## config.mk

```make
export PLATFORM = sky130hd
export DESIGN_NAME = alu_share_arbiter
export DESIGN_NICKNAME = d
export VERILOG_FILES = /design/src/rtl/alu_share_arbiter.sv
export SDC_FILE = /design/constraint.sdc
export NUM_CORES = 1
export LEC_CHECK = 0
export CORE_AREA = 2 2 171 106
export DETAILED_ROUTE_END_ITERATION = 6
export DIE_AREA = 0 0 173 108
export HOLD_SLACK_MARGIN = 0.12
export PLACE_DENSITY = 0.76
export SKIP_LAST_GASP = 1
export SLEW_MARGIN = 20
export SYNTH_ARGS = -nofsm -noshare
export SYNTH_HDL_FRONTEND = slang
export SYNTH_SLANG_ARGS = --single-unit
```

## constraint.sdc

```tcl
create_clock -name clk -period 1.6 [get_ports clk]
set_clock_uncertainty 0.2 [all_clocks]
set_input_delay 0.24 -clock clk [delete_from_list [all_inputs] [get_ports clk]]
set_output_delay 0.24 -clock clk [all_outputs]
set_load 0.02 [all_outputs]
```

## src/rtl/alu_share_arbiter.sv

```systemverilog
// Shares one combinational RV32 ALU between two requesters. Picks a round-robin
// winner, registers its operands onto the ALU, captures the ALU outputs one cycle
// later, and returns them on the winner's response channel.
module alu_share_arbiter #(
  parameter int unsigned WIDTH = 32,
  parameter int unsigned CTRLW = 4
) (
  input  logic             clk,
  input  logic             rst_n,
  // requester 0
  input  logic             req0_valid,
  output logic             req0_ready,
  input  logic [WIDTH-1:0] req0_op1,
  input  logic [WIDTH-1:0] req0_op2,
  input  logic [CTRLW-1:0] req0_ctrl,
  // requester 1
  input  logic             req1_valid,
  output logic             req1_ready,
  input  logic [WIDTH-1:0] req1_op1,
  input  logic [WIDTH-1:0] req1_op2,
  input  logic [CTRLW-1:0] req1_ctrl,
  // shared ALU
  output logic [WIDTH-1:0] alu_op1,
  output logic [WIDTH-1:0] alu_op2,
  output logic [CTRLW-1:0] alu_ctrl,
  input  logic [WIDTH-1:0] alu_result,
  input  logic             alu_zero,
  input  logic             alu_less,
  // response 0
  output logic             rsp0_valid,
  input  logic             rsp0_ready,
  output logic [WIDTH-1:0] rsp0_result,
  output logic             rsp0_zero,
  output logic             rsp0_less,
  // response 1
  output logic             rsp1_valid,
  input  logic             rsp1_ready,
  output logic [WIDTH-1:0] rsp1_result,
  output logic             rsp1_zero,
  output logic             rsp1_less
);

  typedef enum logic [1:0] {StIdle, StExec, StResp} state_e;

  state_e           state_q;
  logic             prio_q;
  logic             owner_q;
  logic [WIDTH-1:0] alu_op1_q;
  logic [WIDTH-1:0] alu_op2_q;
  logic [CTRLW-1:0] alu_ctrl_q;
  logic [1:0]       rsp_valid_q;
  logic [WIDTH-1:0] rsp0_result_q;
  logic [WIDTH-1:0] rsp1_result_q;
  logic [1:0]       rsp_zero_q;
  logic [1:0]       rsp_less_q;

  logic             any_valid;
  logic             winner;
  logic             rsp_done;
  logic [WIDTH-1:0] win_op1;
  logic [WIDTH-1:0] win_op2;
  logic [CTRLW-1:0] win_ctrl;

  // Round-robin winner select and response handshake for the current owner.
  always_comb begin
    any_valid = req0_valid | req1_valid;
    // Requester 1 wins when it is alone, or when both ask and the pointer favours it.
    winner    = req1_valid & (~req0_valid | prio_q);
    win_op1   = winner ? req1_op1  : req0_op1;
    win_op2   = winner ? req1_op2  : req0_op2;
    win_ctrl  = winner ? req1_ctrl : req0_ctrl;
    rsp_done  = owner_q ? rsp1_ready : rsp0_ready;
  end

  // Sequencer: grant in idle, capture ALU outputs in exec, hold response until taken.
  always_ff @(posedge clk or negedge rst_n) begin
    if (!rst_n) begin
      state_q       <= StIdle;
      prio_q        <= 1'b0;
      owner_q       <= 1'b0;
      alu_op1_q     <= '0;
      alu_op2_q     <= '0;
      alu_ctrl_q    <= '0;
      rsp_valid_q   <= '0;
      rsp0_result_q <= '0;
      rsp1_result_q <= '0;
      rsp_zero_q    <= '0;
      rsp_less_q    <= '0;
    end else begin
      unique case (state_q)
        StIdle: begin
          if (any_valid) begin
            alu_op1_q  <= win_op1;
            alu_op2_q  <= win_op2;
            alu_ctrl_q <= win_ctrl;
            owner_q    <= winner;
            prio_q     <= ~winner;
            state_q    <= StExec;
          end
        end
        StExec: begin
          if (owner_q) rsp1_result_q <= alu_result;
          else         rsp0_result_q <= alu_result;
          rsp_zero_q[owner_q]  <= alu_zero;
          rsp_less_q[owner_q]  <= alu_less;
          rsp_valid_q[owner_q] <= 1'b1;
          state_q              <= StResp;
        end
        StResp: begin
          if (rsp_done) begin
            rsp_valid_q <= '0;
            state_q     <= StIdle;
          end
        end
        default: state_q <= StIdle;
      endcase
    end
  end

  // Ready is a pure function of state: only idle accepts.
  assign req0_ready  = (state_q == StIdle);
  assign req1_ready  = (state_q == StIdle);

  assign alu_op1     = alu_op1_q;
  assign alu_op2     = alu_op2_q;
  assign alu_ctrl    = alu_ctrl_q;

  assign rsp0_valid  = rsp_valid_q[0];
  assign rsp0_result = rsp0_result_q;
  assign rsp0_zero   = rsp_zero_q[0];
  assign rsp0_less   = rsp_less_q[0];
  assign rsp1_valid  = rsp_valid_q[1];
  assign rsp1_result = rsp1_result_q;
  assign rsp1_zero   = rsp_zero_q[1];
  assign rsp1_less   = rsp_less_q[1];

endmodule
```

==> impl_metrics.env, run 1 <==
export IMPL_grt_start_max_net_pins=42
export IMPL_mostFrequentLayoutCells="sky130_fd_sc_hd__clkdlybuf4s50_1 (174), sky130_fd_sc_hd__dfrtp_1 (142), sky130_fd_sc_hd__o21a_1 (68), sky130_fd_sc_hd__a221o_1 (68), sky130_fd_sc_hd__clkdlybuf4s15_1 (63)"
export IMPL_route_final_wire_length_mm=23.00
export IMPL_required_ns=1.68
export IMPL_clock_path_buffers=2
export IMPL_postLayoutCoreUtil_pct=63.54
export IMPL_die_width_microns=173
export IMPL_seq_area_frac_synth_pct=60.53
export IMPL_share_of_final_layout_standard_cells_stronger_than_drive_strength_1_pct=24.23
export IMPL_layout_commonest_cell="sky130_fd_sc_hd__clkdlybuf4s50_1"
export IMPL_crit_chain="or2_4 > inv_6 > buf_4 > and3_4 > buf_12 > buf_16 > a221o_1"
export IMPL_dr_total_vias=5321
export IMPL_avgRoutedWirePerCell_microns=22.59
export IMPL_critPathMaxFanout=11
export IMPL_hp_class="in -> async"
export IMPL_cell_accounting_for_the_most_synthesized_area="sky130_fd_sc_hd__dfrtp_1"
export IMPL_initial_core_util_pct=34.65
export IMPL_synthToLayoutAreaGrowth_pct=83.40
export IMPL_net_switching_power_mw=8.947
export IMPL_post_route_worst_setup_slack_ns=-0.2531
export IMPL_timing_critical_path_slowest_stage_cell="sky130_fd_sc_hd__dfrtp_1"
export IMPL_failed_checks="negative setup slack"
export IMPL_path_delay_family="buffers and inverters"
export IMPL_final_hold_viol_count=0
export IMPL_syn_avg_cell_area_sq_um=14.18
export IMPL_crit_arrival_ns=1.94
export IMPL_floorplan_rows=37
export IMPL_clock_latency_ns=0.40
export IMPL_synthesis_area_sq_um=5871
export IMPL_synth_cell_types=19
export IMPL_place_detailed_hpwl_mm=14.64
export IMPL_cp_buffers_inverters=4
export IMPL_cts_tree="built"
export IMPL_clockPowerShare_pct=16.8
export IMPL_p_int_mw=14.30
export IMPL_setup_worst_path_class="reg -> reg"
export IMPL_gr_usage_all_layers_pct=24.59
export IMPL_clk_pin_slew_ns=0.07
export IMPL_grt_antenna_before_repair=0
export IMPL_slew_viol_final=0
export IMPL_ioPinCount=316
export IMPL_via_count_of_the_first_global_routing_pass=5853
export IMPL_core_area_sq_um=16940
export IMPL_power_per_cell_area_nw_per_um2=2159
export IMPL_leakage_power_summed_over_all_cells_nw=4.720
export IMPL_drc=0
export IMPL_cts_num_sinks=142
export IMPL_drtAntennaViolNets=0
export IMPL_switching_power_as_a_share_of_total_power_pct=38.49
export IMPL_ys_warnings_count=0
export IMPL_worst_slew_margin_relative_to_its_limit_pct=75.72
export IMPL_post_synth_top_area_fraction_pct=60.53
export IMPL_cts_root_buf="sky130_fd_sc_hd__clkbuf_16"
export IMPL_max_slew_worst_pin_slew_ns=0.3642
export IMPL_drt_first_pass_iters=4
export IMPL_status="finished with violations"
export IMPL_diodes_inserted=0
export IMPL_worstSetupStartpointType="flop"
export IMPL_seq_power_share_pct=28.0
export IMPL_nets=947
export IMPL_chipHeight_microns=108
export IMPL_final_min_period_over_clock_period_pct=115.8
export IMPL_tritoncts_num_buffers=17
export IMPL_total_power_mw=23.24
export IMPL_synthCells=414
export IMPL_hold_worst_slack_ns=0.1073
export IMPL_cap_violations=0
export IMPL_viasPerCell=5.227
export IMPL_fmax_mhz=539.6
export IMPL_ys_ff_latch=142
export IMPL_floorplan_die_area_sq_um=18680
export IMPL_final_min_clock_period_ns=1.853
export IMPL_synthesis_nets=590
export IMPL_detail_route_iter0_violations=312
export IMPL_clock_tree_htree_level_count=4
export IMPL_netlist_top_cells_area="sky130_fd_sc_hd__dfrtp_1 (61%), sky130_fd_sc_hd__mux2_2 (13%), sky130_fd_sc_hd__a221o_1 (12%)"
export IMPL_setup_violations=140
export IMPL_numPortBuffers=315
export IMPL_critPathMaxStageDelay_ns=0.36
export IMPL_wire_length_of_the_first_global_routing_pass_mm=34.87
export IMPL_finalWeightedCongestion=0.8695
export IMPL_share_comb_of_total_power_pct=55.2
export IMPL_worstSetupEndpointType="flop"
export IMPL_rsz_0062_raised_after_global_routing="true"
export IMPL_grt_overflow_total=0
export IMPL_ir_drop_mv=0.8952
==> worst paths after layout <==
kind | start | to | slack [ns] | cells past startpoint
setup / recovery | state_q[1] | alu_op2[14] | -0.25 | 7
hold / removal | rst_n | alu_op2[31] | 0.11 | 2
setup reg to reg | state_q[1] | alu_op2[14] | -0.25 | 7
hold reg to reg | rsp1_result[2] | rsp1_result[2] | 0.30 | 1
max in group asynchronous | rst_n | alu_op2[14] | 0.50 | 3
min in group clk | req1_op1[20] | alu_op1[20] | 0.24 | 2
==> worst register-to-register path, cell delays in order, from the launching register on <==
cell,delay [ns]
sky130_fd_sc_hd__dfrtp_1,0.36
sky130_fd_sc_hd__or2_4,0.19
sky130_fd_sc_hd__inv_6,0.04
sky130_fd_sc_hd__buf_4,0.12
sky130_fd_sc_hd__and3_4,0.18
sky130_fd_sc_hd__buf_12,0.15
sky130_fd_sc_hd__buf_16,0.15
sky130_fd_sc_hd__a221o_1,0.34
==> synth_stat cells, drive strengths merged <==
cell type,number
a21oi,1
dfrtp,142
nor2,5
inv,2
and3,2
clkbuf,15
buf,24
o21a,68
nor2b,3
a221o,68
nand2,3
nand2b,5
o21ai,7
or2,1
mux2,68
==> power groups by stage <==
stage / clock network [mW] / registers [mW] / logic, mW
5_1_grt: 4.16 / 6.72 / 13.5
3_5_place_dp: 0 / 6.53 / 11.3
2_1_floorplan: 0 / 8.48 / 3.91
4_1_cts: 3.97 / 6.46 / 12.5
3_3_place_gp: 0 / 6.42 / 11.0
6_report: 3.89 / 6.52 / 12.8
==> timing repair <==
item	4_1_cts	5_1_grt
endpoints found under the setup margin	277	214
hold buffers	1	0
pin swaps	11	41
gates resized for setup	217	89
setup buffers	16	3
endpoints found under the hold margin	142	0
cloned	17	2
==> cell type report <==
class,instances,area (sq um)
fillers,1268,6177
repair buffers,377,4116
flip-flops and latches,142,3553
multi-input cells,231,2217
clock buffers,17,425.4
well taps,234,292.8
clock inverters,15,148.9
inverters,2,12.51
==> registers in the layout, indices dropped and copies added, names as in the netlist <==
name and count:
alu_ctrl 4, alu_op1 32, alu_op2 32, owner_q 1, prio_q 1, rsp0_result 32
rsp1_result 32, rsp_less_q 2, rsp_valid_q 2, rsp_zero_q 2, state_q 2
==> cells by family (layout without fill, tap and decap cells) <==
| logic type | count (synthesis) | in the layout | synth area share, % |
|---|---|---|---|
| flip-flops | 142 | 142 | 60.53 |
| multiplexers | 68 | 68 | 13.04 |
| buffers and inverters | 41 | 411 | 3.687 |
| AO/OA/AOI/OAI | 144 | 144 | 20.97 |
| AND/OR/NAND/NOR | 19 | 19 | 1.769 |
==> metal layers <==
metal	routed length, microns	vias to the layer above	GRT usage [%]
met4	343	0	6.174
li1	-	2315	-
met2	10860	241	40.31
met3	1630	27	7.384
met5	0	-	0
met1	10160	2738	32.20
==> metrics by stage <==
step	setup TNS (ns)	cell area (sq um)	worst slack (ns)	cells
2_1_floorplan	-6.701	5898	-0.1450	414
3_3_place_gp	-25.96	9423	-0.3302	950
3_5_place_dp	-30.09	9423	-0.3658	950
4_1_cts	-21.90	10670	-0.2538	1014
5_1_grt	-27.77	10770	-0.2876	1018
6_report	-22.66	10770	-0.2531	1018
No activity file was read; power rests on OpenSTA's default activity.
==> inputs of run 2 (changes only) <==
- RECOVER_POWER: default -> 100
==> run 2 against run 1 <==
Against the previous run: the run still ends with negative setup slack left; combinational power hardly changed; final cell count stayed put; first-iteration DRC count is 5.1% lower; global-route usage stayed put; core utilization is 0.16 points lower; largest cell class unchanged.
==> impl_metrics.env, run 2 (same netlist as run 1, synthesis figures left out) <==
export IMPL_synthToLayoutAreaGrowth_pct=82.93
export IMPL_global_route_usage_met3_pct=7.384
export IMPL_critPathMaxFanout=11
export IMPL_p_int_mw=14.23
export IMPL_ir_drop_mv=0.8957
export IMPL_grt_busiest_layer="met2"
export IMPL_worstSetupEndpointType="flop"
export IMPL_route_final_wire_length_mm=22.85
export IMPL_initial_core_util_pct=34.65
export IMPL_layout_commonest_cell="sky130_fd_sc_hd__clkdlybuf4s50_1"
export IMPL_failed_checks="negative setup slack"
export IMPL_cts_tree="built"
export IMPL_setup_worst_path_class="reg -> reg"
export IMPL_clockPowerShare_pct=16.8
export IMPL_grt_antenna_before_repair=0
export IMPL_die_width_microns=173
export IMPL_slew_viol_final=0
export IMPL_numPortBuffers=315
export IMPL_crit_arrival_ns=1.94
export IMPL_place_inst=950
export IMPL_dr_total_vias=5290
export IMPL_via_count_of_the_first_global_routing_pass=5853
export IMPL_fin_cells=1018
export IMPL_post_route_cell_area_sq_um=10740
export IMPL_diodes_inserted=0
export IMPL_cap_violations=0
export IMPL_drt_first_pass_iters=4
export IMPL_seq_power_share_pct=28.1
export IMPL_finalWeightedCongestion=0.8695
export IMPL_detail_route_iter0_violations=296
export IMPL_ioPinCount=316
export IMPL_floorplan_rows=37
export IMPL_clock_latency_ns=0.40
export IMPL_max_slew_worst_pin_slew_ns=0.9666
export IMPL_wire_length_of_the_first_global_routing_pass_mm=34.87
export IMPL_clock_path_buffers=2
export IMPL_switching_power_as_a_share_of_total_power_pct=38.58
export IMPL_dpl_cell_area_sq_um=9423
export IMPL_worst_slew_margin_relative_to_its_limit_pct=35.56
export IMPL_hold_worst_slack_ns=0.2392
export IMPL_cts_root_buf="sky130_fd_sc_hd__clkbuf_16"
export IMPL_leakage_power_summed_over_all_cells_nw=4.691
export IMPL_setup_violations=140
export IMPL_gr_usage_all_layers_pct=24.59
export IMPL_avgRoutedWirePerCell_microns=22.45
export IMPL_hp_class="in -> reg"
export IMPL_clock_tree_htree_level_count=4
export IMPL_clk_pin_slew_ns=0.07
export IMPL_drc=0
export IMPL_place_detailed_hpwl_mm=14.64
export IMPL_setup_tns_ns=-22.74
export IMPL_postLayoutCoreUtil_pct=63.38
export IMPL_floorplan_die_area_sq_um=18680
export IMPL_drtAntennaViolNets=0
export IMPL_worstSetupStartpointType="flop"
export IMPL_viasPerCell=5.196
export IMPL_required_ns=1.68
export IMPL_grt_start_max_net_pins=42
export IMPL_fmax_mhz=539.8
export IMPL_net_switching_power_mw=8.940
export IMPL_post_route_worst_setup_slack_ns=-0.2527
export IMPL_final_hold_viol_count=0
export IMPL_share_of_final_layout_standard_cells_stronger_than_drive_strength_1_pct=22.70
export IMPL_rsz_0062_raised_after_global_routing="true"
export IMPL_chipHeight_microns=108
export IMPL_grt_use_met2_pct=40.31
export IMPL_nets=947
export IMPL_status="finished with violations"
export IMPL_share_comb_of_total_power_pct=55.1
export IMPL_final_min_clock_period_ns=1.853
export IMPL_mostFrequentLayoutCells="sky130_fd_sc_hd__clkdlybuf4s50_1 (174), sky130_fd_sc_hd__dfrtp_1 (142), sky130_fd_sc_hd__o21a_1 (68), sky130_fd_sc_hd__a221o_1 (68), sky130_fd_sc_hd__clkdlybuf4s15_1 (63)"
export IMPL_core_area_sq_um=16940
export IMPL_grt_overflow_total=0
export IMPL_total_power_mw=23.18
export IMPL_cts_num_sinks=142
export IMPL_detailedPlace_worstSlack_ns=-0.3658
export IMPL_use_met1_pct=32.20
export IMPL_setup_slack_reg_to_reg_ns=-0.25
export IMPL_tritoncts_num_buffers=17
export IMPL_power_per_cell_area_nw_per_um2=2158
export IMPL_final_min_period_over_clock_period_pct=115.8
[run 2: cell count changes in the layout (fill, tap and decap cells not counted)]
cell / previous run / this run
sky130_fd_sc_hd__clkbuf_2: 13 / 3
sky130_fd_sc_hd__dlymetal6s2s_1: 0 / 1
sky130_fd_sc_hd__buf_12: 16 / 15
sky130_fd_sc_hd__buf_6: 9 / 8
sky130_fd_sc_hd__clkbuf_1: 0 / 11
[run 2: cell type report]
type / count / area [sq um]
fillers: 1275 / 6205
repair buffers: 377 / 4089
flip-flops and latches: 142 / 3553
multi-input cells: 231 / 2217
clock buffers: 17 / 425.4
well taps: 234 / 292.8
clock inverters: 15 / 148.9
inverters: 2 / 12.51
[run 2: repair_timing]
| item | CTS | global route |
|---|---|---|
| pin swaps | 11 | 41 |
| hold buffers | 1 | 0 |
| buffers inserted | 16 | 3 |
| cloned | 17 | 2 |
| endpoints found under the hold margin | 142 | 0 |
| resized for setup | 217 | 89 |
| endpoints found under the setup margin | 277 | 214 |
[run 2: per-layer routing]
| layer | vias up | part of all wire, % |
|---|---|---|
| met5 | - | 0 |
| met4 | 0 | 1.4 |
| met3 | 22 | 7.2 |
| met2 | 247 | 48 |
| met1 | 2705 | 44 |
| li1 | 2316 | - |
[run 2: worst max-delay path, stage by stage, from the launching register on]
cell and delay, ns:
sky130_fd_sc_hd__dfrtp_1 0.36, sky130_fd_sc_hd__or2_4 0.19, sky130_fd_sc_hd__inv_6 0.04, sky130_fd_sc_hd__buf_4 0.12, sky130_fd_sc_hd__and3_4 0.18, sky130_fd_sc_hd__buf_12 0.15, sky130_fd_sc_hd__buf_16 0.15, sky130_fd_sc_hd__a221o_1 0.34
[run 2: power by group through the flow]
stage	Sequential [mW]	Clock [mW]	Combinational [mW]
2_1_floorplan	8.48	0	3.91
3_3_place_gp	6.42	0	11.0
3_5_place_dp	6.53	0	11.3
4_1_cts	6.46	3.97	12.5
5_1_grt	6.71	4.16	13.4
6_report	6.51	3.89	12.8
[run 2: final timing paths]
check,start,end,depth (start not counted)
setup / recovery,state_q[1],alu_op2[14],7
hold / removal,req0_op2[31],alu_op2[31],2
setup reg to reg,state_q[1],alu_op2[14],7
hold reg to reg,rsp0_result[31],rsp0_result[31],1
max in group asynchronous,rst_n,alu_op2[14],3
min in group asynchronous,rst_n,alu_op2[31],2
